`config.mk`:
```
export PLATFORM = sky130hd
export DESIGN_NAME = ct_vfdsu_scalar_ctrl
export DESIGN_NICKNAME = d
export VERILOG_FILES = /design/src/rtl/ct_vfdsu_scalar_ctrl_pkg.sv /design/src/rtl/ct_vfdsu_scalar_ctrl_iter_cnt.sv /design/src/rtl/ct_vfdsu_scalar_ctrl.sv
export SDC_FILE = /design/constraint.sdc
export NUM_CORES = 1
export LEC_CHECK = 0
export CORE_AREA = 2 2 41 47
export CTS_CLUSTER_DIAMETER = 100
export CTS_CLUSTER_SIZE = 16
export DETAILED_ROUTE_END_ITERATION = 10
export DIE_AREA = 0 0 43 49
export PLACE_DENSITY = 0.74
export SLEW_MARGIN = 20
export SYNTH_ARGS = -nofsm -noshare
export SYNTH_HDL_FRONTEND = slang
export SYNTH_SLANG_ARGS = --single-unit
export TNS_END_PERCENT = 50
```
`constraint.sdc`:
```
create_clock -name vfdsu_sew_clk -period 2.63 [get_ports vfdsu_sew_clk]
set_input_delay 0.3945 -clock vfdsu_sew_clk [delete_from_list [all_inputs] [get_ports vfdsu_sew_clk]]
set_output_delay 0.3945 -clock vfdsu_sew_clk [all_outputs]
set_load 0.01 [all_outputs]
```
`src/rtl/ct_vfdsu_scalar_ctrl_pkg.sv`:
```
// Shared definitions for the scalar FP divide/sqrt control path:
// state encoding, iteration counts and the counter load selection.
package ct_vfdsu_scalar_ctrl_pkg;

  localparam int unsigned ITER_DBL  = 28;
  localparam int unsigned ITER_SGL  = 13;
  localparam int unsigned ITER_HALF = 7;
  localparam int unsigned CNT_W     = 5;

  typedef enum logic [2:0] {
    ST_IDLE = 3'd0,
    ST_EX1  = 3'd1,
    ST_ITER = 3'd2,
    ST_RND  = 3'd3,
    ST_WB   = 3'd4
  } vfdsu_state_e;

  typedef struct packed {
    logic special;
    logic dbl;
    logic sgl;
  } ex1_op_t;

  // Remaining-iteration count loaded on entry to ITER; specials get a single pass.
  function automatic logic [CNT_W-1:0] iter_load_val(input ex1_op_t op);
    logic [CNT_W-1:0] val;
    if (op.special)  val = '0;
    else if (op.dbl) val = CNT_W'(ITER_DBL - 1);
    else if (op.sgl) val = CNT_W'(ITER_SGL - 1);
    else             val = CNT_W'(ITER_HALF - 1);
    return val;
  endfunction

endpackage

```
`src/rtl/ct_vfdsu_scalar_ctrl_iter_cnt.sv`:
```
// Loadable down-counter tracking remaining SRT iterations, with zero flag.
module ct_vfdsu_iter_cnt
  import ct_vfdsu_scalar_ctrl_pkg::*;
(
  input  logic             clk_i,
  input  logic             rst_n_i,
  input  logic             clr_i,
  input  logic             load_i,
  input  logic             ld_special_i,
  input  logic             ld_double_i,
  input  logic             ld_single_i,
  input  logic             dec_i,
  output logic [CNT_W-1:0] cnt_o,
  output logic             zero_o
);

  logic [CNT_W-1:0] cnt_q;
  logic [CNT_W-1:0] cnt_d;
  ex1_op_t          ld_op;

  assign ld_op = '{special: ld_special_i, dbl: ld_double_i, sgl: ld_single_i};

  // Clear beats load beats decrement.
  always_comb begin
    cnt_d = cnt_q;
    if (clr_i)       cnt_d = '0;
    else if (load_i) cnt_d = iter_load_val(ld_op);
    else if (dec_i)  cnt_d = cnt_q - CNT_W'(1);
  end

  always_ff @(posedge clk_i or negedge rst_n_i) begin
    if (!rst_n_i) cnt_q <= '0;
    else          cnt_q <= cnt_d;
  end

  assign cnt_o  = cnt_q;
  assign zero_o = (cnt_q == '0);

endmodule

```
`src/rtl/ct_vfdsu_scalar_ctrl.sv`:
```
// Scalar FP div/sqrt pipeline control: EX1 -> ITER -> RND -> WB sequencing,
// pipedown/iteration strobes and a held writeback request.
module ct_vfdsu_scalar_ctrl
  import ct_vfdsu_scalar_ctrl_pkg::*;
(
  input  logic             vfdsu_sew_clk,
  input  logic             cpurst_b,
  input  logic             rf_issue_vld,
  input  logic             ex1_div,
  input  logic             ex1_sqrt,
  input  logic             ex1_double,
  input  logic             ex1_single,
  input  logic             ex1_special,
  input  logic             rtu_flush,
  input  logic             wb_grant,
  output logic             vfdsu_busy,
  output logic             ex1_pipedown,
  output logic             ex2_pipedown,
  output logic             ex3_pipedown,
  output logic             srt_iter_en,
  output logic             srt_first_iter,
  output logic             rnd_en,
  output logic             wb_req,
  output logic [CNT_W-1:0] iter_cnt
);

  vfdsu_state_e     state_q, state_d;
  logic             ex1_special_q, ex1_special_d;
  logic             first_iter_q, first_iter_d;
  logic             cnt_load, cnt_dec, cnt_zero;
  logic [CNT_W-1:0] cnt;
  logic             unused_op_type;

  // Divide and sqrt share identical sequencing.
  assign unused_op_type = ex1_div ^ ex1_sqrt;

  always_ff @(posedge vfdsu_sew_clk or negedge cpurst_b) begin
    if (!cpurst_b) begin
      state_q       <= ST_IDLE;
      ex1_special_q <= 1'b0;
      first_iter_q  <= 1'b0;
    end else begin
      state_q       <= state_d;
      ex1_special_q <= ex1_special_d;
      first_iter_q  <= first_iter_d;
    end
  end

  // Next state and Moore output decode; flush overrides everything at the end.
  always_comb begin
    state_d        = state_q;
    ex1_special_d  = ex1_special_q;
    first_iter_d   = 1'b0;
    cnt_load       = 1'b0;
    cnt_dec        = 1'b0;
    ex1_pipedown   = 1'b0;
    ex2_pipedown   = 1'b0;
    ex3_pipedown   = 1'b0;
    srt_iter_en    = 1'b0;
    srt_first_iter = 1'b0;
    rnd_en         = 1'b0;
    wb_req         = 1'b0;
    vfdsu_busy     = (state_q != ST_IDLE);

    case (state_q)
      ST_IDLE: begin
        if (rf_issue_vld) state_d = ST_EX1;
      end
      ST_EX1: begin
        state_d       = ST_ITER;
        ex1_special_d = ex1_special;
        first_iter_d  = 1'b1;
        cnt_load      = 1'b1;
        ex1_pipedown  = 1'b1;
      end
      ST_ITER: begin
        if (cnt_zero) state_d = ST_RND;
        else          cnt_dec = 1'b1;
        srt_iter_en    = ~ex1_special_q;
        srt_first_iter = first_iter_q;
        ex2_pipedown   = cnt_zero;
      end
      ST_RND: begin
        state_d      = ST_WB;
        rnd_en       = 1'b1;
        ex3_pipedown = 1'b1;
      end
      ST_WB: begin
        wb_req = 1'b1;
        if (wb_grant) state_d = ST_IDLE;
      end
      default: state_d = ST_IDLE;
    endcase

    if (rtu_flush) begin
      state_d        = ST_IDLE;
      ex1_special_d  = 1'b0;
      first_iter_d   = 1'b0;
      cnt_load       = 1'b0;
      cnt_dec        = 1'b0;
      ex1_pipedown   = 1'b0;
      ex2_pipedown   = 1'b0;
      ex3_pipedown   = 1'b0;
      srt_iter_en    = 1'b0;
      srt_first_iter = 1'b0;
      rnd_en         = 1'b0;
      wb_req         = 1'b0;
    end
  end

  ct_vfdsu_iter_cnt u_iter_cnt (
    .clk_i        (vfdsu_sew_clk),
    .rst_n_i      (cpurst_b),
    .clr_i        (rtu_flush),
    .load_i       (cnt_load),
    .ld_special_i (ex1_special),
    .ld_double_i  (ex1_double),
    .ld_single_i  (ex1_single),
    .dec_i        (cnt_dec),
    .cnt_o        (cnt),
    .zero_o       (cnt_zero)
  );

  assign iter_cnt = cnt;

endmodule

```
==> impl_metrics.ini, run 1 <==
[run_status]
status = finished clean

[worst_setup_path]
worstPathRequired_ns = 2.24
crit_path_end_kind = output port
cp_slowest_stage_delay_ns = 0.63
crit_family = buffers and inverters
rr_startpoint = u_iter_cnt.cnt_o[0]$_DFFE_PN0P_
critPathBufInv = 2
critPathMaxFanout = 5
path_cells = clkdlybuf4s50_1 -> or4b_1 -> nor2_1 -> clkdlybuf4s50_1
crit_path_frequent_cell = clkdlybuf4s50_1
rrSetupSlack_ns = 0.63
start_kind = input pin
cp_data_arrival_time_ns = 2.12
reg2reg_depth = 6
crit_type = input pin to output port
slowest_stage = or4b_1
crit-reg2reg-capture = u_iter_cnt.cnt_o[2]$_DFFE_PN0P_
cp.depth = 4

[logic_synthesis]
synthTopCellsByArea = dfrtp_1 (36%), buf_6 (4.9%), nor2_1 (4.4%), buf_4 (3.3%), nor3_1 (2.9%)
synth_flop_cell = dfrtp_1
synth_cell_types = 36
syn_area_per_cell_sq_um = 9.540
synth.top_cell.area_share = 0.3643
synth-seq-cells = 10
yosys.area.top_type = dfrtp_1
synth_fp_nets = 83
async_flop_share = 1.000
synth_edf_count = 0
syn_area_sq_um = 686.9
yosys_warnings = 0
ys_seq_area_frac = 0.3643
netlist_instances = 72

[global_route]
grt_first_pass_wirelength_microns = 2594
grt_pass1_vias = 557
track_usage = 0.1611
gr-total-overflow = 0
grt_max_degree = 17
antenna_found_initial = 0

[route]
ant_nets = 0
dr.pass1.iters = 4
top_layer = met4
dr.first_iter.drc_count = 17
route.met2.wl_microns = 743
num_vias = 641
wire_per_inst_microns = 13.70
wl_met1_microns = 657
routed-wl-met3_microns = 50
via_per_inst = 5.881
drc = 0
wl_microns = 1493

[pwr]
power_uw = 535.6
power_frac_clock = 0.263
power_density_mw_per_mm2 = 592.9
p_int_uw = 360.8
p_leak_nw = 0.3632
vdd.ir_drop.worst_mv = 0.2780
comb_power_share = 0.360
p_switching_uw = 174.8
pwr-share-seq = 0.377
p_sw_frac = 0.3264

[sta]
finalSetupViolCount = 0
relSlewSlack = 0.6127
setup_tns_ns = 0
finClkSkew_ns = 0.0008074
worst_slew_pin_slew_ns = 0.5729
grt_setup_unrepaired = false
slew_violations = 0
finalCritPeriodShare = 0.9575
fmax_mhz = 397.1
post-route-min-period_ns = 2.518
hold_viol_final = 0

[cells_and_area]
nFillCells = 166
final_util = 0.5372
drive_above_1_share = 0.1209
nets = 103
antenna-diode-count = 0
syn2layout_area_growth_pct = 31.51

[clock_network]
hold_buffers = 0
clockRootBuffer = clkbuf_4
clk_pin_slew_worst_paths_ns = 0.07
insertion_delay_ns = 0.26
cts_buffers = 3
postCtsSetupBuffers = 0
htreeDepth = 1
cts_sinks = 10
postCtsResizedCells = 0
cts_tree = done
max-clock-path-buffers = 2

[floorplanning]
die_w_microns = 43
initial_core_util = 0.4085
ios = 23
dieHeight_microns = 49
dieArea_sq_mm = 0.002107
row_count = 16
coreArea_sq_mm = 0.001682

[place]
place_congestion = 0.8347
port_buffers = 20
hpwl_microns = 1113

[run]
cap_violations = 0

[worst_hold_path]
min_path_type = input pin to async pin
-- Yosys cell counts, types with 2 or more instances --
cell type and count:
nand3_1 3, or4b_1 2, nand2_1 4, a21oi_1 2
nor4b_1 2, nor2_1 8, nor4_1 2, buf_6 3
o21ai_0 2, a311oi_1 2, buf_4 3, nor3_1 4
inv_1 3, dfrtp_1 10
-- layout by cell type, fill, tap and decap left out --
master and instances:
clkdlybuf4s50_1 20, dfrtp_1 10, nor2_1 8, nand2_1 4, nor3_1 4, inv_1 3
nand3_1 3, clkbuf_4 3, buf_4 3, nor4b_1 2, or4b_1 2, nor4_1 2
a21oi_1 2, a311oi_1 2, o21ai_0 2, or3_1 1, or3b_1 1, nor4b_2 1
and2_1 1, mux2i_1 1, xnor2_1 1, nor3b_4 1, nor2b_1 1, or3b_2 1
o211ai_1 1, o21a_1 1, and4_1 1, a2111oi_2 1, a21o_1 1, a211o_1 1
o41ai_1 1, o221a_1 1, nand2b_1 1, a32o_1 1, ha_1 1, clkbuf_8 1
-- metal layers --
metal	vias up	track usage
li1	306	-
met1	312	0.2098
met2	19	0.2576
met3	4	0.01481
met4	0	0.09091
met5	-	0
-- metrics by stage --
stage	instances	hold WS (ns)	setup WS (ns)	area, sq um
6_report	109	0.4527	0.1119	903.4
5_1_grt	109	0.5003	0.007325	903.4
4_1_cts	109	0.4757	0.1049	903.4
3_5_place_dp	105	0.5168	0.1066	867.1
3_3_place_gp	105	0.5161	0.1020	867.1
2_1_floorplan	72	0.09891	0.7497	686.9
-- layout make-up --
type / instances / area (sq um) / share of cell area
Inverter: 3 / 11.26 / 0.01247
Clock buffer: 4 / 36.28 / 0.04017
Timing Repair Buffer: 23 / 222.7 / 0.2465
Sequential cell: 10 / 250.2 / 0.2770
Tap cell: 18 / 22.52 / 0.02493
Multi-Input combinational cell: 51 / 360.3 / 0.3989
-- power groups by stage --
stage | registers, mW | clock network (mW) | logic [mW]
after floorplan | 0.193 | 0 | 0.134
after global placement | 0.203 | 0 | 0.191
after detailed placement | 0.205 | 0 | 0.192
after CTS | 0.202 | 0.142 | 0.193
after global routing | 0.207 | 0.151 | 0.212
final | 0.202 | 0.141 | 0.193
-- kinds of logic after synthesis --
kind of cell	count (synthesis)	share of synthesized area
AOI/OAI and AO/OA	14	0.1658
xor gates and xnor gates	1	0.01275
adders and majority gates	1	0.01821
buffers and inverters	11	0.1111
DFF	10	0.3643
muxes	1	0.01457
and+or+nand+nor	34	0.3133
-- state kept, by name, indices dropped and copies added, names as in the netlist --
register / cells
first_iter_q: 1
u_iter_cnt.cnt_o: 5
ex1_special_q: 1
state_q: 3
-- worst max path at each step --
stage	start	endpoint	slack, ns
2_1_floorplan	u_iter_cnt.cnt_o[0]$_DFFE_PN0P_	u_iter_cnt.cnt_o[2]$_DFFE_PN0P_	0.75
3_3_place_gp	rtu_flush	srt_iter_en	0.10
3_5_place_dp	rtu_flush	srt_iter_en	0.11
4_1_cts	rtu_flush	srt_iter_en	0.10
5_1_grt	u_iter_cnt.cnt_o[0]$_DFFE_PN0P_	ex2_pipedown	0.007
6_report	rtu_flush	srt_iter_en	0.11
-- worst reg2reg max path: stages, from the launching register on --
cell,delay [ns]
dfrtp_1,0.41
inv_1,0.09
ha_1,0.22
or4b_1,0.47
buf_4,0.17
a211o_1,0.29
o221a_1,0.23
Note: power is estimated with default switching activity, not from simulation.
==> run 2, diff against run 1 <==
Settings changed: SKIP_LAST_GASP set to 1.
==> results of run 2 <==
No change in the layout: final DEF, timing and power equal those of run 1.
